## config.mk

```make
export PLATFORM = sky130hd
export DESIGN_NAME = microcode_sequencer
export DESIGN_NICKNAME = d
export VERILOG_FILES = /design/src/rtl/microcode_sequencer.sv
export SDC_FILE = /design/constraint.sdc
export NUM_CORES = 1
export LEC_CHECK = 0
export ABC_AREA = 0
export CAP_MARGIN = 20
export CORE_AREA = 2 2 46 48
export CTS_BUF_LIST = sky130_fd_sc_hd__clkbuf_8
export CTS_CLUSTER_DIAMETER = 50
export DETAILED_ROUTE_END_ITERATION = 10
export DIE_AREA = 0 0 48 50
export PLACE_DENSITY = 0.84
export SLEW_MARGIN = 20
export SYNTH_ARGS = -nofsm -noshare
export SYNTH_HDL_FRONTEND = slang
export SYNTH_SLANG_ARGS = --single-unit
```

## constraint.sdc

```tcl
create_clock -name clk -period 2.6 [get_ports clk]
set_clock_uncertainty 0.05 [all_clocks]
set_input_delay 0.26 -clock clk [delete_from_list [all_inputs] [get_ports clk]]
set_output_delay 0.26 -clock clk [all_outputs]
set_load 0.01 [all_outputs]
```

## src/rtl/microcode_sequencer.sv

```systemverilog
// Microcode sequencer: accepts one instruction per handshake and walks its
// micro-steps, driving register-file, ALU and output-latch strobes.
module microcode_sequencer #(
  parameter int NSTEP_W = 2
) (
  input  logic       clk,
  input  logic       grst,
  input  logic [7:0] instr,
  input  logic       instr_valid,
  output logic       instr_ready,
  output logic [3:0] imm,
  output logic       a_lrst,
  output logic       a_rs1,
  output logic       a_rs2,
  output logic       a_ws1,
  output logic       b_lrst,
  output logic       b_rs1,
  output logic       b_rs2,
  output logic       b_ws1,
  output logic       alu_lda,
  output logic       alu_ldb,
  output logic [1:0] alu_op,
  output logic       alu_ws,
  output logic       out_rs,
  output logic       halted
);

  typedef enum logic [1:0] {IDLE, EXEC, HALT} state_t;

  localparam logic [3:0] OP_NOP   = 4'h0;
  localparam logic [3:0] OP_LDA   = 4'h1;
  localparam logic [3:0] OP_LDB   = 4'h2;
  localparam logic [3:0] OP_MOVAB = 4'h3;
  localparam logic [3:0] OP_MOVBA = 4'h4;
  localparam logic [3:0] OP_ADD   = 4'h5;
  localparam logic [3:0] OP_SUB   = 4'h6;
  localparam logic [3:0] OP_AND   = 4'h7;
  localparam logic [3:0] OP_OR    = 4'h8;
  localparam logic [3:0] OP_OUTA  = 4'h9;
  localparam logic [3:0] OP_OUTB  = 4'hA;
  localparam logic [3:0] OP_CLRA  = 4'hB;
  localparam logic [3:0] OP_CLRB  = 4'hC;
  localparam logic [3:0] OP_HLT   = 4'hF;

  state_t             state;
  logic [7:0]         ir;
  logic [NSTEP_W-1:0] step;
  logic [3:0]         opc;

  assign opc = ir[7:4];

  // ALU instructions take three steps; every other opcode (including the
  // undefined ones) finishes in a single step.
  function automatic logic [NSTEP_W-1:0] last_step(input logic [3:0] op);
    if (op == OP_ADD || op == OP_SUB || op == OP_AND || op == OP_OR)
      last_step = NSTEP_W'(2);
    else
      last_step = '0;
  endfunction

  always_ff @(posedge clk or posedge grst) begin
    if (grst) begin
      state <= IDLE;
      ir    <= '0;
      step  <= '0;
    end else begin
      case (state)
        IDLE: begin
          if (instr_valid) begin
            ir    <= instr;
            step  <= '0;
            state <= EXEC;
          end
        end
        EXEC: begin
          if (step == last_step(opc)) begin
            step  <= '0;
            state <= (opc == OP_HLT) ? HALT : IDLE;
          end else begin
            step <= step + 1'b1;
          end
        end
        HALT: state <= HALT;
        default: state <= IDLE;
      endcase
    end
  end

  assign instr_ready = (state == IDLE);
  assign halted      = (state == HALT);
  assign imm         = ir[3:0];

  // Strobes come only from the registered IR/step, so an async reset of
  // those registers silences the bus within the same cycle.
  always_comb begin
    a_lrst  = 1'b0;
    a_rs1   = 1'b0;
    a_rs2   = 1'b0;
    a_ws1   = 1'b0;
    b_lrst  = 1'b0;
    b_rs1   = 1'b0;
    b_rs2   = 1'b0;
    b_ws1   = 1'b0;
    alu_lda = 1'b0;
    alu_ldb = 1'b0;
    alu_ws  = 1'b0;
    out_rs  = 1'b0;
    alu_op  = 2'b00;
    if (state == EXEC) begin
      case (opc)
        OP_LDA:   a_rs1 = 1'b1;
        OP_LDB:   b_rs1 = 1'b1;
        OP_MOVAB: begin
          a_ws1 = 1'b1;
          b_rs2 = 1'b1;
        end
        OP_MOVBA: begin
          b_ws1 = 1'b1;
          a_rs2 = 1'b1;
        end
        OP_ADD, OP_SUB, OP_AND, OP_OR: begin
          alu_op = 2'(opc - OP_ADD);
          case (step)
            NSTEP_W'(0): begin
              a_ws1   = 1'b1;
              alu_lda = 1'b1;
            end
            NSTEP_W'(1): begin
              b_ws1   = 1'b1;
              alu_ldb = 1'b1;
            end
            NSTEP_W'(2): begin
              alu_ws = 1'b1;
              a_rs2  = 1'b1;
            end
            default: ;
          endcase
        end
        OP_OUTA: begin
          a_ws1  = 1'b1;
          out_rs = 1'b1;
        end
        OP_OUTB: begin
          b_ws1  = 1'b1;
          out_rs = 1'b1;
        end
        OP_CLRA: a_lrst = 1'b1;
        OP_CLRB: b_lrst = 1'b1;
        OP_NOP, OP_HLT: ;
        default: ;
      endcase
    end
  end

endmodule

```

# Word level (Yosys, flattened, before mapping)
# Cells that the tools add are included.
# word_totals
regBits	12
inputBits	11
output_inout_bits	20
# classes
n_addsub	2
eq_ne	20
n_reduce_logical	13
muxes	38
# op_table
op	n
$eq A4 B4 Y1 const B	6
$mux W1	24
$mux W2	9
$eq A4 B3 Y1 const B	4
$eq A4 B2 Y1 const B	2
$pmux W1 S2	3
$pmux W2 S3	1
$reduce_and A2 Y1	3
$reduce_or A2 Y1	3
$eq A2 B1 Y1 const B	2
$eq A2 B2 Y1 const B	2
$eq A4 B1 Y1 const B	1
$logic_not A2 Y1	2
$ne A2 B2 Y1 const B	2
$pmux W2 S2	1
$reduce_or A4 Y1	1
$logic_or A1 B1 Y1	3
$add A2 B1 Y2 const B	1
$eq A2 B2 Y1	1
$reduce_bool A2 Y1	1
$sub A2 B1 Y2 const B	1

# Depth between registers and ports, before layout
# Gate-level depths: netlist of the first run.
# depth
ltp_word	9
mapped_depth	6
depth_no_buf	6

# Least setup slack after synthesis of the first run
# OpenSTA, ideal clock, no wires.
# synth_timing
kind	register to output
startpoint	register ir[4]
endpoint	output alu_lda
required_time_ns	2.290
stages_incl_launch_ff	6
setup_slack_ns	0.984
n_path_buf	0
arrival_time_ns	1.306
cell_sequence	dfrtp_1 -> inv_1 -> ha_1 -> nor3_4 -> o21ai_4 -> and3_2
# synth_between
elab_chain_len	4
# synth_lines
element	line_no	source
start, declared	46	logic [7:0] ir;
start signal, assigned	70	ir <= instr;
$eq A4 B3 Y1 or $eq A4 B4 Y1 (tied branches)	110	case (opc)
$reduce_or A4 Y1 *	110	
$mux W1 *	110	
$mux W1 *	109	if (state == EXEC) begin
end, declared	20	output logic alu_lda,
# Every way passes the cells marked *; elsewhere a longest branch is shown, timed or not.

# Worst setup path in the final report of the first run
# layout_timing
startpoint	register ir[4]
endpoint	output alu_op[0]
# layout_between
elab_chain_len	4
# layout_lines
element	line_no	source
$eq A4 B3 Y1 or $eq A4 B4 Y1 (tied branches)	110	
$reduce_or A4 Y1	110	
$mux W2 *	110	
$mux W2 *	109	
end, declared	22	output logic [1:0] alu_op,
# Marked as above.

==> flow_metrics.tcl, run 1 <==
set metrics [dict create \
    vias_per_cell 4.91 \
    io_pins 31 \
    root_buffer "clkbuf_8" \
    hold_class "in2async" \
    clock.fmax_ghz 0.414 \
    cts_hold_buffers 0 \
    cts_tree "yes" \
    status "complete, no violations" \
    drc 0 \
    grt_pass1_wl_um 3060 \
    r2r_cells 6 \
    cp-start-kind "flop" \
    antenna_cells 0 \
    htree_levels 1 \
    ys_seq_area_share_pct 32.8 \
    finalCritPeriodShare_pct 92.9 \
    finalSetupViolCount 0 \
    leakagePower_uw 0.000516 \
    io_buffers 30 \
    layout_commonest_cell "clkdlybuf4s50_1" \
    ir_drop_v 0.000697 \
    cpMaxStageDelayCell "clkdlybuf4s50_1" \
    cp_max_fo 9 \
    wl_per_cell_um 12.0 \
    worst_pin_slew_ns 0.434 \
    tns_ns 0 \
    fin_crit_ns 2.42 \
    place.detailed.instances 148 \
    final_cell_mix "clkdlybuf4s50_1 (30), dfrtp_1 (12), nor2_1 (9), nand2_1 (9), inv_1 (8)" \
    ys_async_sr_fraction_pct 100 \
    p_clk_share_pct 11.8 \
    yosys_register_bits 12 \
    fin_cells 151 \
    cts.path.max_buffers 2 \
    syn_inst 99 \
    crit_chain "inv_1 > ha_1 > nor3_4 > o21ai_4 > nand2_1 > nor2_1 > clkdlybuf4s50_1" \
    endpoint_kind "primary output" \
    p_switching_uw 582 \
    cts_setup_buffers 0 \
    detail-route-antenna-nets 0 \
    seqPwrFrac_pct 28.5 \
    rrSetupSlack_ns 0.89 \
    cap_violations 0 \
    placed_cell_area_um2 1190 \
    antenna_found_initial 0 \
    grt_setup_unrepaired "false" \
    cts-resized-gates 0 \
    fp.dieH_um 50 \
    drt-initial-drc-count 11 \
    clock_sinks 12 \
    rr_endpoint "state[1]" \
    synthesis.nets 117 \
    layout-drive-gt1-share_pct 14.5 \
    core_um2 1900 \
    path_class "reg2out" \
    grt_pass1_vias 671 \
    grt_max_degree 13 \
    combPwrFrac_pct 59.7 \
    overflow 0 \
    relSlewSlack_pct 71.0 \
    place_hpwl_um 1460 \
    finalCoreUtilization_pct 64.7 \
    synth_area_um2 915 \
    slew_viol_final 0 \
    finalHoldViolCount 0 \
    rows 16 \
    power.internal_uw 783 \
    grt.total_usage_pct 17.9 \
    critPathArrivalTime_ns 2.11 \
    yosysUniqueCellTypes 31 \
    cts_buffers 3 \
    clkSlewWorstSetupHoldPaths_ns 0.05 \
    rr_startpoint "ir[4]" \
    synth_top_cell_by_area "dfrtp_1" \
    critical_path.max_stage_delay_ns 0.54 \
    powerDensity_nw_per_um2 1110 \
    fp.dieW_um 48 \
    vias 741 \
    synthTopCellsByArea "dfrtp_1 (33%), ha_1 (9.6%), mux2_2 (6.2%), buf_4 (4.1%), o21ai_0 (3.8%)" \
    postSynthAreaPerCell_um2 9.24 \
    power.total_uw 1360 \
    synth_edf_count 0 \
    fin_area_um2 1230 \
    die_area_um2 2400 \
    initial_utilization_pct 48.1 \
    clk_latency_ns 0.23 \
    dr.pass1.iters 4 \
    required_ns 2.29 \
    synth_top_area_share_pct 32.8 \
    ys.flop_type "dfrtp_1" \
    gp_congestion 0.817 \
    yosysWarnings 0 \
    syn_to_final_growth_pct 34.6 \
    nNetsFinal 144 \
    switching_share_pct 42.6 \
    wirelength_um 1820 \
]
## worst max-delay path by stage
stage           from         to  slack [ns]  cells after the start
2_1_floorplan  ir[4]    alu_lda        0.98                      5
3_3_place_gp   ir[4]  alu_op[0]        0.47                      7
3_5_place_dp   ir[4]  alu_op[0]        0.43                      7
4_1_cts        ir[4]  alu_op[0]        0.18                      7
5_1_grt        ir[4]  alu_op[1]       0.003                      7
6_report       ir[4]  alu_op[0]        0.18                      7
## layout make-up
class                      count  area (um^2)
clock buffer                   3         41.3
fill                         170          671
inverter                       8         30.0
multi-input combinational     71          526
sequential                    12          300
tap                           27         33.8
timing repair buffer          30          300
## cells by family (layout without fill, tap and decap cells)
group | count (synthesis) | after routing | share of synthesized area [%]
compound gates | 18 | 18 | 13.8
flops | 12 | 12 | 32.8
fa+ha+maj | 7 | 7 | 9.58
simple gates | 39 | 39 | 25.9
mux | 6 | 6 | 7.25
xor+xnor | 1 | 1 | 0.958
buf+inv | 16 | 41 | 9.71
## cell usage after synthesis (all sizes together) (2+ instances only)
| master | instances |
|---|---|
| dfrtp | 12 |
| nor2 | 10 |
| nand2 | 9 |
| buf | 8 |
| inv | 8 |
| o21ai | 8 |
| ha | 7 |
| nor3 | 6 |
| mux2 | 5 |
| and2 | 4 |
| a21oi | 3 |
| and3 | 3 |
| o31ai | 3 |
| nand2b | 2 |
| nor2b | 2 |
## sequential cells by signal, indices dropped and copies added, names as in the netlist
name   flops
ir         8
state      2
step       2
## layer usage
metal,part of all wire (%),vias to the layer above,track usage [%]
li1,-,384,-
met1,44,334,24.0
met2,51,21,28.0
met3,3.7,2,2.93
met4,0.66,0,6.76
met5,0,-,0
## metrics by stage
step                hold slack (ns)  worst slack [ns]
floorplan                    0.0747             0.984
global placement              0.441             0.474
detailed placement            0.450             0.433
CTS                           0.289             0.181
global route                  0.319           0.00338
finish                        0.275             0.183
## critical path: cells and delay by family, from the launching register on
family / cells / cell delay, ns
AOI/OAI and AO/OA: 1 / 0.25
adders and majority gates: 1 / 0.25
buffers and inverters: 2 / 0.65
DFF: 1 / 0.41
and+or+nand+nor: 3 / 0.31
## power by group through the flow
stage | Sequential, uW | Combinational (uW) | Clock (uW)
CTS | 391 | 821 | 165
global route | 409 | 906 | 176
detailed placement | 394 | 817 | 0
finish | 389 | 815 | 161
floorplan | 329 | 663 | 0
global placement | 382 | 805 | 0
Note: power is estimated with default switching activity, not from simulation.
==> run 2: changes to the inputs <==
--- a/config.mk
+++ b/config.mk
@@ -13,7 +13,8 @@
 export DETAILED_ROUTE_END_ITERATION = 10
 export DIE_AREA = 0 0 48 50
 export PLACE_DENSITY = 0.84
-export SLEW_MARGIN = 20
+export SETUP_SLACK_MARGIN = 0.1
 export SYNTH_ARGS = -nofsm -noshare
 export SYNTH_HDL_FRONTEND = slang
 export SYNTH_SLANG_ARGS = --single-unit
+export TNS_END_PERCENT = 1
==> run 2 against run 1 <==
Net effect:
- global-route usage unchanged
- maximum frequency up 2.9%
- sequential share of layout area down 0.39 points
- die area unchanged
- core utilization up 1.1 points
- first-iteration DRC count down 36%
- cell count up 1.3%
- via count up 1.8%
- non-clock buffer count up 2
- total power up 3.1%
- clock power about the same
- critical endpoint is now a_rs2
==> flow_metrics.tcl, run 2 (synthesized netlist as in run 1, its figures left out) <==
set metrics [dict create \
    fp.dieH_um 50 \
    fin_area_um2 1250 \
    htree_levels 1 \
    wl_per_cell_um 12.1 \
    drt-initial-drc-count 7 \
    antenna_cells 0 \
    endpoint_kind "primary output" \
    largest_register_ffs 8 \
    finalCritPeriodShare_pct 90.4 \
    multi_input_area_um2 531 \
    ir_drop_v 0.000659 \
    grt_pass1_vias 671 \
    core_um2 1900 \
    cp_max_fo 4 \
    io_pins 31 \
    tns_ns 0 \
    status "complete, no violations" \
    die_area_um2 2400 \
    drc 0 \
    grt_pass1_wl_um 3060 \
    path_class "reg2out" \
    grt_setup_unrepaired "false" \
    overflow 0 \
    top_regs "ir x8, state x2, step x2" \
    syn_to_final_growth_pct 36.8 \
    leakagePower_uw 0.000524 \
    power.total_uw 1410 \
    cpMaxStageDelayCell "clkdlybuf4s50_1" \
    critical_path.max_stage_delay_ns 0.48 \
    nNetsFinal 146 \
    seqCellArea_um2 300 \
    fp.dieW_um 48 \
    io_buffers 30 \
    regMostFlops "ir" \
    combPwrFrac_pct 60.9 \
    required_ns 2.29 \
    cts_buffers 3 \
    fin_crit_ns 2.35 \
    dr.pass1.iters 4 \
    switching_share_pct 42.0 \
    gp_congestion 0.817 \
    vias_per_cell 4.93 \
    finalSetupViolCount 0 \
    wirelength_um 1850 \
    placed_cell_area_um2 1190 \
    p_switching_uw 591 \
    crit_chain "inv_1 > ha_2 > nor3_4 > nor2_2 > a22oi_1 > nor2_1 > clkdlybuf4s50_1" \
    clkSlewWorstSetupHoldPaths_ns 0.05 \
    clock_sinks 12 \
    vias 754 \
    critPathArrivalTime_ns 2.04 \
    fill_cells 170 \
    cts_tree "yes" \
    finalHoldViolCount 0 \
    seqPwrFrac_pct 27.7 \
    rows 16 \
    slew_viol_final 0 \
    cts.path.max_buffers 2 \
    power.internal_uw 815 \
    grt.total_usage_pct 17.9 \
    initial_utilization_pct 48.1 \
    worst_pin_slew_ns 0.436 \
    hold_class "in2async" \
    place_hpwl_um 1460 \
    root_buffer "clkbuf_8" \
    critPathBufInv 2 \
    cp-start-kind "flop" \
    powerDensity_nw_per_um2 1120 \
    clock.fmax_ghz 0.426 \
    grt_max_degree 13 \
    clk_latency_ns 0.23 \
    p_clk_share_pct 11.4 \
    cts_hold_buffers 0 \
    antenna_found_initial 0 \
    crit_family "buffers and inverters" \
    relSlewSlack_pct 70.9 \
    detail-route-antenna-nets 0 \
    cap_violations 0 \
    layout_commonest_cell "clkdlybuf4s50_1" \
    layout-drive-gt1-share_pct 17.5 \
    final_cell_mix "clkdlybuf4s50_1 (30), dfrtp_1 (12), nor2_1 (9), nand2_1 (9), inv_1 (8)" \
]
## run 2: layer usage
| layer | global-route usage (%) | share of wire (%) |
|---|---|---|
| met1 | 24.0 | 44 |
| met2 | 28.0 | 51 |
| met3 | 2.93 | 4.3 |
| met4 | 6.76 | 0.65 |
| met5 | 0 | 0 |
## run 2: final timing paths
check                                to  slack (ns)  start  cells past startpoint
min in group clk                  ir[0]        0.46  ir[0]                      1
max in group asynchronous         ir[4]        1.92   grst                      2
worst max-delay path              a_rs2        0.25  ir[4]                      7
worst min register to register    ir[0]        0.46  ir[0]                      1
worst min-delay path            step[0]        0.28   grst                      2
worst max register to register  step[0]        0.78  ir[4]                      8
## run 2: final cells by class
class,count,area share (%)
multi-input cells,71,42.4
repair buffers,32,25.2
flip-flops and latches,12,24.0
well taps,27,2.70
clock buffers,3,3.30
inverters,8,2.40
## run 2: timing repair
item / 4_1_cts / 5_1_grt
resized for setup: 0 / 2
endpoints found under the setup margin: 0 / 8
buffers inserted: 0 / 2
## run 2: power by group through the flow
| stage | combinational (uW) | sequential (uW) | clock, uW |
|---|---|---|---|
| final | 857 | 389 | 161 |
| after global routing | 948 | 409 | 176 |
| after CTS | 821 | 391 | 165 |
| after detailed placement | 817 | 394 | 0 |
| after global placement | 805 | 382 | 0 |
| after floorplan | 663 | 329 | 0 |
## run 2: per-stage QoR
step	cells	hold slack, ns	utilization [%]	setup slack (ns)
6_report	153	0.276	65.8	0.251
5_1_grt	153	0.319	65.8	0.125
3_3_place_gp	148	0.441	62.6	0.474
2_1_floorplan	99	0.0747	-	0.984
4_1_cts	151	0.289	64.7	0.181
3_5_place_dp	148	0.450	62.6	0.433
